<file path="config.mk">
export PLATFORM = sky130hd
export DESIGN_NAME = bcd_display_scanner
export DESIGN_NICKNAME = d
export VERILOG_FILES = /design/src/rtl/bcd_display_scanner_pkg.sv /design/src/rtl/bcd_display_scanner_bcd_to_seg_n.sv /design/src/rtl/bcd_display_scanner.sv
export SDC_FILE = /design/constraint.sdc
export NUM_CORES = 1
export LEC_CHECK = 0
export CORE_ASPECT_RATIO = 1.4
export CORE_MARGIN = 3
export CORE_UTILIZATION = 40
export CTS_CLUSTER_SIZE = 20
export DETAILED_ROUTE_END_ITERATION = 6
export GPL_TIMING_DRIVEN = 1
export SETUP_SLACK_MARGIN = 0.2
export SYNTH_ARGS = -nofsm -noshare
export SYNTH_HDL_FRONTEND = slang
export SYNTH_SLANG_ARGS = --single-unit
</file>
<file path="constraint.sdc">
create_clock -name clock -period 3 [get_ports clock]
set_clock_uncertainty 0.1 [all_clocks]
set_input_delay 0.3 -clock clock [delete_from_list [all_inputs] [get_ports clock]]
set_output_delay 0.3 -clock clock [all_outputs]
set_load 0.02 [all_outputs]
</file>
<file path="src/rtl/bcd_display_scanner_pkg.sv">
// rtl/bcd_display_scanner_pkg.sv - shared seven-segment glyph constants and types
package bcd_display_scanner_pkg;

  typedef logic [6:0] seg_t;

  // Glyphs are {g,f,e,d,c,b,a}, active low.
  localparam seg_t SEG_ZERO  = 7'h40;
  localparam seg_t SEG_ONE   = 7'h79;
  localparam seg_t SEG_TWO   = 7'h24;
  localparam seg_t SEG_THREE = 7'h30;
  localparam seg_t SEG_FOUR  = 7'h19;
  localparam seg_t SEG_FIVE  = 7'h12;
  localparam seg_t SEG_SIX   = 7'h02;
  localparam seg_t SEG_SEVEN = 7'h78;
  localparam seg_t SEG_EIGHT = 7'h00;
  localparam seg_t SEG_NINE  = 7'h10;
  localparam seg_t SEG_DASH  = 7'h3F;
  localparam seg_t SEG_BLANK = 7'h7F;

endpackage

</file>
<file path="src/rtl/bcd_display_scanner_bcd_to_seg_n.sv">
// rtl/bcd_display_scanner_bcd_to_seg_n.sv - combinational BCD to active-low segment decoder
module bcd_to_seg_n
  import bcd_display_scanner_pkg::*;
#(
  parameter int SIZE = 4
) (
  input  logic [SIZE-1:0] digit,
  input  logic            blank,
  output logic [6:0]      seg_n
);

  // Blank wins over the digit; any non-BCD code falls through to the dash glyph.
  always_comb begin
    seg_n = SEG_DASH;
    if (blank) begin
      seg_n = SEG_BLANK;
    end else begin
      case (int'(digit))
        0:       seg_n = SEG_ZERO;
        1:       seg_n = SEG_ONE;
        2:       seg_n = SEG_TWO;
        3:       seg_n = SEG_THREE;
        4:       seg_n = SEG_FOUR;
        5:       seg_n = SEG_FIVE;
        6:       seg_n = SEG_SIX;
        7:       seg_n = SEG_SEVEN;
        8:       seg_n = SEG_EIGHT;
        9:       seg_n = SEG_NINE;
        default: seg_n = SEG_DASH;
      endcase
    end
  end

endmodule

</file>
<file path="src/rtl/bcd_display_scanner.sv">
// rtl/bcd_display_scanner.sv - time-multiplexed seven-segment scanner with guard cycles
module bcd_display_scanner
  import bcd_display_scanner_pkg::*;
#(
  parameter int DIGITS   = 4,
  parameter int SIZE     = 4,
  parameter int SCAN_DIV = 1000
) (
  input  logic                   clock,
  input  logic                   reset,
  input  logic                   load,
  input  logic [DIGITS*SIZE-1:0] digits_in,
  input  logic                   blank_lz,
  output logic [6:0]             seg_n,
  output logic [DIGITS-1:0]      an_n
);

  localparam int CNT_W = $clog2(SCAN_DIV);
  localparam int IDX_W = (DIGITS > 1) ? $clog2(DIGITS) : 1;
  localparam logic [CNT_W-1:0] CNT_LAST = CNT_W'(SCAN_DIV - 1);
  localparam logic [IDX_W-1:0] IDX_LAST = IDX_W'(DIGITS - 1);

  logic [DIGITS*SIZE-1:0] shadow;
  logic [CNT_W-1:0]       cnt;
  logic [IDX_W-1:0]       idx;
  logic                   tick;
  logic [SIZE-1:0]        cur_digit;
  logic                   cur_blank;
  logic                   upper_zero;
  logic [6:0]             dec_seg;
  logic [6:0]             seg_next;
  logic [DIGITS-1:0]      an_next;

  assign tick = (cnt == CNT_LAST);

  // Snapshot the counter outputs on load; reset dominates so a load during reset is lost.
  always_ff @(posedge clock or posedge reset) begin
    if (reset) begin
      shadow <= '0;
    end else if (load) begin
      shadow <= digits_in;
    end
  end

  // Slot prescaler and digit index; idx moves on the last cycle of each slot.
  always_ff @(posedge clock or posedge reset) begin
    if (reset) begin
      cnt <= '0;
      idx <= '0;
    end else begin
      cnt <= tick ? '0 : cnt + 1'b1;
      if (tick) begin
        idx <= (idx == IDX_LAST) ? '0 : idx + 1'b1;
      end
    end
  end

  // Select the digit at idx and decide leading-zero blanking by scanning from the top digit down.
  always_comb begin
    cur_digit  = '0;
    cur_blank  = 1'b0;
    upper_zero = 1'b1;
    for (int i = DIGITS - 1; i >= 0; i--) begin
      upper_zero = upper_zero & (shadow[i*SIZE +: SIZE] == '0);
      if (idx == IDX_W'(i)) begin
        cur_digit = shadow[i*SIZE +: SIZE];
        cur_blank = blank_lz & (i != 0) & upper_zero;
      end
    end
  end

  bcd_to_seg_n #(
    .SIZE (SIZE)
  ) u_bcd_to_seg_n (
    .digit (cur_digit),
    .blank (cur_blank),
    .seg_n (dec_seg)
  );

  // First cycle of every slot is dark so the previous digit never ghosts onto the next anode.
  always_comb begin
    an_next  = '1;
    seg_next = SEG_BLANK;
    if (cnt != '0) begin
      an_next  = ~(DIGITS'(1) << idx);
      seg_next = dec_seg;
    end
  end

  // Register the pins so the display sees glitch-free segment and anode drives.
  always_ff @(posedge clock or posedge reset) begin
    if (reset) begin
      an_n  <= '1;
      seg_n <= SEG_BLANK;
    end else begin
      an_n  <= an_next;
      seg_n <= seg_next;
    end
  end

endmodule

</file>
==> impl_metrics.toml <==
[synth]
synthTopCellsByArea = "dfrtp_1 37%, dfstp_2 15%, mux2_2 8.9%, ha_1 4.6%, nand2_1 2.8%"
syn_area_per_cell_um2 = 11.4
synthArstFlopShare = 1.00
netlist_area_um2 = 1890
synth_seq_cells = 39
synth_edf_count = 0
yosysTopAreaCellShare = 0.371
ys_seq_area_frac = 0.523
synth_top_area_cell = "dfrtp_1"
netlist_instances = 166
syn_nets = 193
ys.flop_type = "dfrtp_1"
synth.distinct_cells = 41
synth-warning-count = 0

[run_status]
outcome = "complete, no violations"

[detailed_routing]
vias = 1340
drtIter0Drc = 99
avgRoutedWirePerCell_um = 14.5
drtPass1Iterations = 4
antenna_left = 0
viasPerCell = 5.13
remaining_drc_errors = 0
wirelength_um = 3780

[floorplan]
ios = 31
initial_utilization = 0.417
coreArea_um2 = 4540
die_y_um = 87.3
placementRows = 29
die-area_um2 = 5600
die_w_um = 64.1

[power]
switchingPower_uw = 265
combPwrFrac = 0.141
peakVddDrop_mv = 0.299
seq_power_share = 0.525
p_leak_nw = 0.983
clock_power_share = 0.335
internal-power_uw = 866
p_sw_frac = 0.234
power_density_nw_per_um2 = 484

[clocking]
h-tree-depth = 2
cts_root_buf = "clkbuf_8"
hold_buffers = 0
clkSlewWorstSetupHoldPaths_ns = 0.07
clockBufferDepth = 2
cts_sinks = 39
cts-buffers-inserted = 5
postCtsSetupRepairBufs = 0
cts_tree = "done"
clock_latency_ns = 0.29
cts_resized = 0

[worst_setup_path]
cp_max_fo = 11
cp-start-kind = "flop"
arrival_ns = 2.37
critical_path_class = "reg -> reg"
cp.required_ns = 3.13
critPathMaxStageDelay_ns = 0.51
crit_path_end_kind = "flop"
crit_buf_inv = 2
cp_top_family = "simple AND/OR/NAND/NOR gates"
worstPathCellList = "inv_1, ha_1, a211oi_1, a211oi_4, inv_2, or4_1, nand4_1"
critPathSlowestCell = "or4_1"

[job]
cap_violations = 0

[finish]
fillers = 423
area_delta_synth_final_pct = 23.6
finalInstanceArea_um2 = 2340
layout.nets = 225
diodes = 0
drive_above_1_share = 0.201
multiInputGateArea_um2 = 823
seqCellArea_um2 = 990

[global_routing]
antenna_found_initial = 0
grt_max_degree = 40
grt.total_usage = 0.158
grt_pass1_vias = 1423
grt_pass1_wl_um = 6710
grt_overflow_total = 0

[timing]
period_needed_ns = 2.24
slew_headroom = 0.502
hold_violations = 0
final_max_slew_viol_count = 0
clock.fmax_mhz = 447
setup_viol = 0
rsz0062_at_grt = "false"
finalWorstSetupSlack_ns = 0.761
fin_crit_sh = 0.746
final.setup.tns_ns = 0
fin_hold_ws_ns = 0.326
tightestPinTransition_ns = 0.744

[placement]
place_area_um2 = 2240
io_buffers = 30
dp_hpwl_um = 2900
routabilityCongestion = 0.789
dp_slack_ns = 0.757

[hold_path]
hold_class = "in -> async"
==> metal layers <==
metal,wire length [um],global-route usage
met5,0,0
met4,91,0.0750
met3,137,0.0413
met2,2120,0.281
met1,1430,0.172
==> cell type report <==
type                       instances  share of cell area
timing repair buffer              31               0.132
clock buffer                       8              0.0428
tap                               62              0.0332
multi-input combinational        111               0.352
sequential                        39               0.424
inverter                          10              0.0161
==> cell usage after synthesis (2+ instances only) <==
cell	instances
mux2i_1	3
nor2b_1	3
nor3b_1	2
mux2_2	15
xnor2_1	4
buf_6	2
nand2_1	14
xor2_1	3
inv_1	9
nor4_1	3
o21ai_0	10
a21oi_1	4
nand2b_1	2
a211oi_1	2
ha_1	7
dfrtp_1	28
buf_2	2
nand3_1	6
nand3b_1	2
nor3_1	3
dfstp_2	11
nor2_1	12
==> cell families (layout without fill, tap and decap cells) <==
family,Yosys count,in the layout,share of synthesized area
AOI/OAI and AO/OA,26,26,0.101
xor gates and xnor gates,7,7,0.0324
adders and majority gates,7,7,0.0463
buffers and inverters,16,49,0.0410
DFF,39,39,0.523
muxes,18,18,0.105
and+or+nand+nor,53,53,0.150
==> metrics by stage <==
stage / total power, mW / std cells / util
6_report: 1.13 / 261 / 0.515
5_1_grt: 1.20 / 261 / 0.515
4_1_cts: 1.15 / 261 / 0.515
3_5_place_dp: 0.765 / 253 / 0.493
3_3_place_gp: 0.760 / 253 / 0.493
2_1_floorplan: 0.689 / 166 / -
==> path summary, 6_finish.rpt <==
path	startpoint	to	slack [ns]	cells past startpoint
max	idx[0]	seg_n[3]	0.76	7
min	reset	shadow[2]	0.33	3
max reg2reg	idx[0]	seg_n[3]	0.76	7
min reg2reg	cnt[0]	cnt[0]	0.40	1
max in group asynchronous	reset	an_n[3]	2.11	3
min in group clock	cnt[0]	cnt[0]	0.40	1
==> power groups by stage <==
| stage | clock [mW] | sequential [mW] | combinational [mW] |
|---|---|---|---|
| global placement | 0 | 0.604 | 0.156 |
| finish | 0.378 | 0.594 | 0.159 |
| CTS | 0.393 | 0.595 | 0.161 |
| floorplan | 0 | 0.617 | 0.0721 |
| detailed placement | 0 | 0.604 | 0.161 |
| global route | 0.426 | 0.598 | 0.174 |
==> cells in the final DEF (no fill, tap or decap), types with 2 or more instances in the layout <==
| master | Yosys | routed |
|---|---|---|
| a211oi_1 | 2 | 2 |
| a21oi_1 | 4 | 4 |
| clkbuf_8 | 0 | 7 |
| clkdlybuf4s50_1 | 0 | 30 |
| dfrtp_1 | 28 | 28 |
| dfstp_2 | 11 | 11 |
| ha_1 | 7 | 7 |
| inv_1 | 9 | 9 |
| mux2_2 | 15 | 15 |
| mux2i_1 | 3 | 3 |
| nand2_1 | 14 | 14 |
| nand2b_1 | 2 | 2 |
| nand3_1 | 6 | 6 |
| nand3b_1 | 2 | 2 |
| nor2_1 | 12 | 12 |
| nor2b_1 | 3 | 3 |
| nor3_1 | 3 | 3 |
| nor3b_1 | 2 | 2 |
| nor4_1 | 3 | 3 |
| o21ai_0 | 10 | 10 |
| xnor2_1 | 4 | 4 |
| xor2_1 | 3 | 3 |
==> state kept, by name, summed over array words and instances (netlist names) <==
signal	cells
an_n	4
cnt	10
idx	2
seg_n	7
shadow	16
==> tightest hold or removal path: stages <==
cell	delay (ns)
clkdlybuf4s50_1	0.40
inv_1	0.05
buf_4	0.41
Power figures use the tool's default switching activity.
